[src/rtl/args_serializer.sv]
// args_serializer: sequencer in front of a registered argument mux.
//
// Accepts one packed vector of N W-bit arguments through in_valid/in_ready
// and holds it on mux_in. It then walks mux_sel over the active slots, one
// slot per issue cycle. The out_* qualifiers are registered on the issue
// edge, so they line up with the mux's one-cycle output.
//
// Ports:
//   clk, rst          clock (rising edge); asynchronous active-low reset
//   in_valid/ready    upstream vector handshake
//   in_data           packed arguments; slot k is in_data[k*W +: W]
//   in_cnt            active slot count; 0 or > N means N
//   mux_sel, mux_in   select and held vector driven to the mux
//   dn_ready          downstream accepts the mux output this cycle
//   out_valid         mux output carries a valid argument
//   out_idx           slot index of that argument
//   out_first/last    argument is slot 0 / last active slot of its vector
module args_serializer #(
  parameter int unsigned W = 10,
  parameter int unsigned N = 4
) (
  input  logic                     clk,
  input  logic                     rst,
  input  logic                     in_valid,
  output logic                     in_ready,
  input  logic [W*N-1:0]           in_data,
  input  logic [$clog2(N+1)-1:0]   in_cnt,
  output logic [$clog2(N)-1:0]     mux_sel,
  output logic [W*N-1:0]           mux_in,
  input  logic                     dn_ready,
  output logic                     out_valid,
  output logic [$clog2(N)-1:0]     out_idx,
  output logic                     out_first,
  output logic                     out_last
);

  localparam int unsigned CntW = $clog2(N + 1);
  localparam int unsigned SelW = $clog2(N);
  localparam logic [CntW-1:0] NumSlots = CntW'(N);
  localparam logic [SelW-1:0] LastSlot = SelW'(N - 1);

  typedef enum logic [0:0] {StIdle, StRun} state_e;

  state_e            state_q, state_d;
  logic [W*N-1:0]    args_q, args_d;
  logic [SelW-1:0]   cnt_q, cnt_d;
  logic [SelW-1:0]   sel_q, sel_d;
  logic              out_valid_q, out_valid_d;
  logic [SelW-1:0]   out_idx_q, out_idx_d;
  logic              out_first_q, out_first_d;
  logic              out_last_q, out_last_d;

  logic              issue;
  logic              sel_at_last;
  logic              accept;
  logic [CntW-1:0]   cnt_clamped;

  assign mux_in    = args_q;
  assign mux_sel   = sel_q;
  assign out_valid = out_valid_q;
  assign out_idx   = out_idx_q;
  assign out_first = out_first_q;
  assign out_last  = out_last_q;

  always_comb begin
    // An argument is issued whenever the mux output slot is free or being consumed.
    issue       = (state_q == StRun) && (!out_valid_q || dn_ready);
    sel_at_last = (sel_q == cnt_q);
    in_ready    = rst && ((state_q == StIdle) || (issue && sel_at_last));
    accept      = in_valid && in_ready;

    if ((in_cnt == '0) || (in_cnt > NumSlots)) begin
      cnt_clamped = NumSlots;
    end else begin
      cnt_clamped = in_cnt;
    end

    state_d     = state_q;
    args_d      = args_q;
    cnt_d       = cnt_q;
    sel_d       = sel_q;
    out_valid_d = out_valid_q;
    out_idx_d   = out_idx_q;
    out_first_d = out_first_q;
    out_last_d  = out_last_q;

    if (issue) begin
      out_valid_d = 1'b1;
      out_idx_d   = sel_q;
      out_first_d = (sel_q == '0);
      out_last_d  = sel_at_last;
      if (sel_q < cnt_q) begin
        sel_d = sel_q + SelW'(1);
      end else begin
        state_d = StIdle;
      end
    end else if (!out_valid_q || dn_ready) begin
      // Nothing new to present; flags keep stale values, qualified by out_valid.
      out_valid_d = 1'b0;
    end

    // Loading after the issue logic lets a back-to-back vector override the
    // return to idle on the same edge the last slot is sampled.
    if (accept) begin
      args_d  = in_data;
      cnt_d   = SelW'(cnt_clamped - CntW'(1));
      sel_d   = '0;
      state_d = StRun;
    end
  end

  always_ff @(posedge clk or negedge rst) begin
    if (!rst) begin
      state_q     <= StIdle;
      args_q      <= '0;
      cnt_q       <= LastSlot;
      sel_q       <= '0;
      out_valid_q <= 1'b0;
      out_idx_q   <= '0;
      out_first_q <= 1'b0;
      out_last_q  <= 1'b0;
    end else begin
      state_q     <= state_d;
      args_q      <= args_d;
      cnt_q       <= cnt_d;
      sel_q       <= sel_d;
      out_valid_q <= out_valid_d;
      out_idx_q   <= out_idx_d;
      out_first_q <= out_first_d;
      out_last_q  <= out_last_d;
    end
  end

endmodule

[config.mk]
export PLATFORM = sky130hd
export DESIGN_NAME = args_serializer
export DESIGN_NICKNAME = d
export VERILOG_FILES = /design/src/rtl/args_serializer.sv
export SDC_FILE = /design/constraint.sdc
export NUM_CORES = 1
export LEC_CHECK = 0
export CAP_MARGIN = 20
export CORE_MARGIN = 2
export CORE_UTILIZATION = 41
export CTS_BUF_LIST = sky130_fd_sc_hd__clkbuf_16
export CTS_CLUSTER_SIZE = 12
export DETAILED_ROUTE_END_ITERATION = 10
export PLACE_DENSITY = 0.79
export SLEW_MARGIN = 10
export SYNTH_ARGS = -nofsm -noshare
export SYNTH_HDL_FRONTEND = slang
export SYNTH_SLANG_ARGS = --single-unit
[constraint.sdc]
create_clock -name clk -period 2.6 [get_ports clk]
set_input_delay 0.26 -clock clk [delete_from_list [all_inputs] [get_ports clk]]
set_output_delay 0.26 -clock clk [all_outputs]
set_load 0.005 [all_outputs]
==> results by group, run 1 <==
GRT
  • Initial antenna violation count: 0
  • Total gr overflow: 0
  • Vias in the first global route: 1441
  • Largest net degree at the start of global routing: 49
  • First-pass GRT wire length: 7.748 mm
  • GRT Overall Usage: 17.00%

Timing
  • Final hold violation count: 0
  • Worst slew pin tran: 578.5 ps
  • Final setup vio count: 0
  • Upper clock frequency limit: 446.4 MHz
  • Slew Limit Fails: 0
  • Setup slack after layout: 360.0 ps
  • Min Tclk post-route: 2240 ps
  • Hold WS: 348.1 ps
  • RSZ-0062 raised after global routing: no
  • Setup tns final: 0 ps
  • Clk_skew: 5.623 ps
  • Relative max-transition margin: 61.43%
  • Period utilisation layout: 86.15%

Routing
  • Detail Route Antenna Nets: 0
  • Via count: 1390
  • Detailed Routing Iterations Pass 1: 4
  • Via-to-Cell Ratio: 4.664
  • Total Wirelength: 4.772 mm
  • Residual DRC: 0
  • Routed len/inst: 16.01 um
  • Drt initial violations: 66

Worst setup path
  • CP Launch Type: flip-flop
  • Crit path kind: reg -> out
  • CP Max Fanout: 2
  • Critical Path End Type: output port
  • Reg2Reg Depth: 7
  • Worst R2R Start: cnt_q[1]
  • Worst r2r dst: mux_in[18]
  • Crit path arrival time: 1980 ps
  • R2r setup slk: 510 ps
  • CP required: 2340 ps

Clock tree
  • Worst-path clk slew: 60 ps
  • CTS Sinks: 50
  • CTS root buffer: clkbuf_16
  • CTS tree: built
  • CTS Hold Bufs: 1
  • Clk_lat worst skew: 290 ps
  • Cells resized by post-CTS repair: 0
  • Post CTS Setup Buffer Count: 0
  • Longest Clk Path Bufs: 2
  • TritonCTS Buffers: 5
  • H-tree levels: 2

Power and ir drop
  • Static Leak: 1.439 nW
  • P per Cell Area: 1176 nW/um2
  • Total power draw: 3.895 mW
  • Maximum vdd drop: 566.9 uV

Floorplan
  • Die height: 76.20 um
  • Die area: 5806 um2
  • Die width: 76.20 um
  • # IOs: 95
  • Cell Rows: 26
  • Initial Utilization: 42.11%
  • Core area: 5075 um2

Logic synthesis
  • Complex-gate fraction of the synthesized area: 1.639%
  • XOR/XNOR Fraction of Synth Area: 0.8197%
  • Mux contribution to synthesized area: 29.39%
  • Mapped Area: 2137 um2
  • Post-synthesis sequential area ratio: 58.67%
  • FF+latch count, synth: 50
  • Cell variety after synth: 22
  • Post-Syn Instances: 128
  • Yosys warnings: 0
  • Largest family of logic cells by synthesized area: multiplexers
  • Post-Syn Nets: 178
  • Syn Area/Cell: 16.70 um2
  • Post-synthesis adder-cell area fraction: 1.756%
  • Simple-gate area share of the yosys netlist: 4.567%
  • Leading register cell type out of synthesis: dfrtp_1
  • Post-synth EDFFs: 0
  • Async S/R FF share, synth: 100.0%

Run
  • Max cap viols: 0

Placement
  • Cells after DPL: 289
  • Post-DP HPWL: 3.345 mm
  • Routability congestion estimate from global placement: 0.7691
  • Worst slack at placement: 532.3 ps
  • Port bufs: 94

Layout
  • Non-Filler Instances: 298
  • Fillers: 398
  • # diodes: 0
  • Total Nets Final: 277
  • Ratio of cells with drive above 1 in the final layout: 23.25%
  • Area Overhead vs Synth: 54.98%

Hold path
  • Hold Path Class: in -> async

Run status
  • Status: complete, no violations
-- through the flow --
stage / util, % / cell area (um2)
2_1_floorplan: - / 2137
3_3_place_gp: 61.71 / 3132
3_5_place_dp: 61.71 / 3132
4_1_cts: 65.26 / 3312
5_1_grt: 65.26 / 3312
6_report: 65.26 / 3312
-- flip-flops by register name (all words and copies together), names as in the netlist --
signal     cells
mux_sel        2
cnt_q          2
out_idx        2
mux_in        40
state_q        1
out_first      1
out_valid      1
out_last       1
-- cells in the mapped netlist, drive strengths merged (2+ instances only) --
library cell,count,share of area [%]
nand2b,2,0.59
buf,5,2.6
mux2i,2,0.94
dfstp,2,2.5
o21ai,4,0.94
nor2b,2,0.94
mux2,42,28
nand2,4,0.70
inv,3,0.53
nor2,3,0.53
xnor2,2,0.82
ha,3,1.8
dfrtp,48,56
-- cell type report --
| cell class | count | area [um2] | share of cell area, % |
|---|---|---|---|
| Sequential cell | 50 | 1254 | 37.85 |
| Tap cell | 70 | 87.58 | 2.645 |
| Clock inverter | 3 | 45.04 | 1.360 |
| Multi-Input combinational cell | 70 | 815.8 | 24.63 |
| Clock buffer | 5 | 125.1 | 3.778 |
| Timing Repair Buffer | 97 | 973.4 | 29.39 |
| Inverter | 3 | 11.26 | 0.3400 |
-- routing by layer --
layer	GRT usage [%]	up-vias	wire (um)
met1	21.39	690	2076
met5	0	-	0
met3	4.739	7	274
met2	28.48	52	2334
met4	5.636	0	87
li1	-	641	-
-- where the power goes --
group	switching [mW]	total (mW)	internal [mW]
registers	0.227	1.41	1.18
logic	0.520	1.76	1.24
clock network	0.271	0.724	0.453
-- cells in the final DEF (no fill, tap or decap), types with 2 or more instances in the layout --
cell	instances
ha_1	3
mux2_1	6
mux2_4	36
dfrtp_1	48
clkdlybuf4s50_1	93
xnor2_1	2
inv_1	3
clkinvlp_4	2
clkbuf_16	5
dfstp_2	2
o21ai_0	3
nand2_1	4
nand2b_1	2
mux2i_1	2
nor2_1	3
-- kinds of logic after synthesis --
group                    count (synthesis)
multiplexers                            44
flip-flops                              50
XOR/XNOR                                 2
buffers and inverters                    8
AND/OR/NAND/NOR                         15
AO/OA/AOI/OAI                            6
adder cells (fa/ha/maj)                  3
-- how the worst max path moves through the flow --
stage / start / to / slack [ps] / cells past startpoint
2_1_floorplan: cnt_q[1] / mux_in[0] / 710 / 8
3_3_place_gp: cnt_q[1] / mux_in[21] / 600 / 7
3_5_place_dp: cnt_q[1] / mux_in[21] / 530 / 7
4_1_cts: cnt_q[1] / in_ready / 340 / 6
5_1_grt: cnt_q[1] / in_ready / 240 / 6
6_report: cnt_q[1] / in_ready / 360 / 6
-- worst max-delay path, cell delays in order, from the launching register on --
cell and delay [ps]:
dfstp_2 510, inv_1 50, ha_1 280, nand2_1 70, o21ai_1 150, and2_1 140
clkdlybuf4s50_1 490
(Power assumes the default switching activity.)
==> inputs of run 2 (changes only) <==
- GPL_ROUTABILITY_DRIVEN: unset -> 0
==> results of run 2 <==
Same layout as run 1: the final DEF is identical, and so are final timing and power.
==> inputs of run 3 (changes only) <==
- CELL_PAD_IN_SITES_DETAIL_PLACEMENT: unset -> 1
- CELL_PAD_IN_SITES_GLOBAL_PLACEMENT: unset -> 2
- CORE_UTILIZATION: 41 -> 27
==> run 3 against run 2 <==
Compared with the run above: first-iteration DRC count fell by 71%; final cell count rose by 11%; critical path type unchanged; combinational power barely moved; largest cell class unchanged; maximum frequency fell by 4.1%; flip-flop and latch count did not move; design area rose by 1.2%; non-clock buffer count rose by 1; worst hold slack got worse by 340 ps; register-to-register slack got worse by 70 ps; global-route usage fell by 5.9 points; sequential share of layout area fell by 0.47 points; sequential power barely moved.
==> results by group, run 3 (synthesis gave the netlist of run 1 again) <==
Placement
  • Worst slack at placement: 437.7 ps (-94.54 ps)
  • Cells after DPL: 323 (+12%)
  • Post-DP HPWL: 3.371 mm (+0.77%)
  • Placed Area: 3187 um2 (+1.8%)
  • Port bufs: 94 (unchanged)

Worst setup path
  • Crit path from: cnt_q[1]
  • CP Launch Type: flip-flop
  • Critical Path End Type: output port
  • Worst R2R Start: cnt_q[1]
  • R2r setup slk: 440 ps (-70 ps)
  • Crit path to: in_ready
  • CP Max Fanout: 2 (unchanged)
  • Crit path kind: reg -> out
  • Worst r2r dst: mux_in[20]
  • CP required: 2340 ps (about the same)
  • Crit path arrival time: 2080 ps (+100 ps)
  • Reg2Reg Depth: 7 (unchanged)

Routing
  • Via count: 1397 (+0.50%)
  • Total Wirelength: 4.675 mm (-2.0%)
  • Drt initial violations: 19 (-71%)
  • Residual DRC: 0 (unchanged)
  • Routed len/inst: 14.12 um (-12%)
  • Detail Route Antenna Nets: 0 (unchanged)
  • Via-to-Cell Ratio: 4.221 (-9.5%)
  • Detailed Routing Iterations Pass 1: 3 (-1)

Timing
  • Setup slack after layout: 264.3 ps (-95.74 ps)
  • Final hold violation count: 0 (unchanged)
  • Worst slew pin tran: 381.0 ps (-197.5 ps)
  • Period utilisation layout: 89.84% (+3.7 points)
  • Min Tclk post-route: 2336 ps (+95.74 ps)
  • Slew Limit Fails: 0 (unchanged)
  • Final setup vio count: 0 (unchanged)
  • Upper clock frequency limit: 428.1 MHz (-4.1%)
  • Clk_skew: 4.601 ps (-1.022 ps)
  • Setup tns final: 0 ps (unchanged)
  • Relative max-transition margin: 74.54% (+13 points)
  • RSZ-0062 raised after global routing: no

Floorplan
  • Cell Rows: 32 (+23%)
  • Die area: 8642 um2 (+49%)
  • Initial Utilization: 27.80% (-14 points)
  • # IOs: 95 (unchanged)
  • Die height: 92.97 um (+22%)
  • Die width: 92.97 um (+22%)
  • Core area: 7687 um2 (+51%)

Layout
  • Final core utilization: 43.62% (-22 points)
  • Non-Filler Instances: 331 (+11%)
  • Total Nets Final: 278 (+0.36%)
  • Max FFs per register: 40 (unchanged)
  • Commonest non-fill, non-tap cells in the layout: clkdlybuf4s50_1 (93), dfrtp_1 (48), mux2_4 (36)
  • Most common cell after layout, fill and taps aside: clkdlybuf4s50_1
  • Final Cell Area: 3353 um2 (+1.2%)
  • # diodes: 0 (unchanged)
  • Area Overhead vs Synth: 56.91%
  • Ratio of cells with drive above 1 in the final layout: 23.58% (+0.34 points)

GRT
  • Vias in the first global route: 1466 (+1.7%)
  • Total gr overflow: 0 (unchanged)
  • Met3 GRT Util: 3.987% (-0.75 points)
  • Busiest layer in global routing: met2
  • Largest net degree at the start of global routing: 29 (-41%)
  • GRT Overall Usage: 11.12% (-5.9 points)
  • First-pass GRT wire length: 7.431 mm (-4.1%)
  • Initial antenna violation count: 0 (unchanged)
  • Met1 Use GR: 13.86% (-7.5 points)
  • Met2 global-route usage: 17.93% (-11 points)

Power and ir drop
  • Maximum vdd drop: 424.1 uV (-25%)
  • Static Leak: 1.450 nW (+0.77%)
  • P per Cell Area: 1152 nW/um2 (-2.0%)

Clock tree
  • Longest Clk Path Bufs: 2 (unchanged)
  • CTS Hold Bufs: 0 (-1)
  • CTS tree: built
  • Post CTS Setup Buffer Count: 0 (unchanged)
  • Worst-path clk slew: 60 ps (about the same)
  • TritonCTS Buffers: 5 (unchanged)
  • CTS root buffer: clkbuf_16
  • Cells resized by post-CTS repair: 0 (unchanged)
  • H-tree levels: 2 (unchanged)
  • Clk_lat worst skew: 280 ps (about the same)
  • CTS Sinks: 50 (unchanged)

Run
  • Max cap viols: 0 (unchanged)

Hold path
  • Hold Path Class: in -> async

Run status
  • Status: complete, no violations
-- run 3: cell count changes in the layout (fill, tap and decap cells not counted), sizes merged --
cell,before,now
buf,3,5
dlygate4sd3,1,0
clkinvlp,2,1
inv,3,4
-- run 3: power by group --
| part | internal (mW) | switching [mW] | leakage, nW |
|---|---|---|---|
| registers | 1.18 | 0.218 | 0.592 |
| logic | 1.24 | 0.499 | 0.777 |
| clock network | 0.450 | 0.271 | 0.0812 |
| total | 2.88 | 0.988 | 1.45 |
-- run 3: layout make-up --
type	instances	area [um2]
sequential	50	1254
inverter	3	11.26
timing repair buffer	98	978.4
clock inverter	3	41.29
tap	102	127.6
multi-input combinational	70	815.8
fill	786	4334
clock buffer	5	125.1
-- run 3: per-layer routing --
layer  vias to the layer above  wire (um)
met5                         -          0
met4                         0         61
met3                         5        403
met2                        66       2141
met1                       691       2069
li1                        635          -
-- run 3: metrics by stage --
step           power [mW]  hold WS (ps)
3_5_place_dp        3.181         328.0
6_report            3.864         11.96
2_1_floorplan       2.219        -35.59
4_1_cts             3.946         17.82
3_3_place_gp        3.150         319.5
5_1_grt             4.116         41.04
-- run 3: worst min-delay path by stage --
stage,slack [ps],from,endpoint
4_1_cts,20,rst,mux_in[0]
3_3_place_gp,320,rst,mux_sel[1]
6_report,10,rst,mux_sel[1]
3_5_place_dp,330,rst,mux_sel[1]
5_1_grt,40,rst,mux_sel[1]
2_1_floorplan,-40,rst,mux_in[0]
-- run 3: critical path: stages (launching register included) --
cell             delay (ps)
dfstp_2                 510
inv_1                    50
ha_1                    280
nand2_1                  80
o21ai_1                 190
and2_1                  160
clkdlybuf4s50_1         530
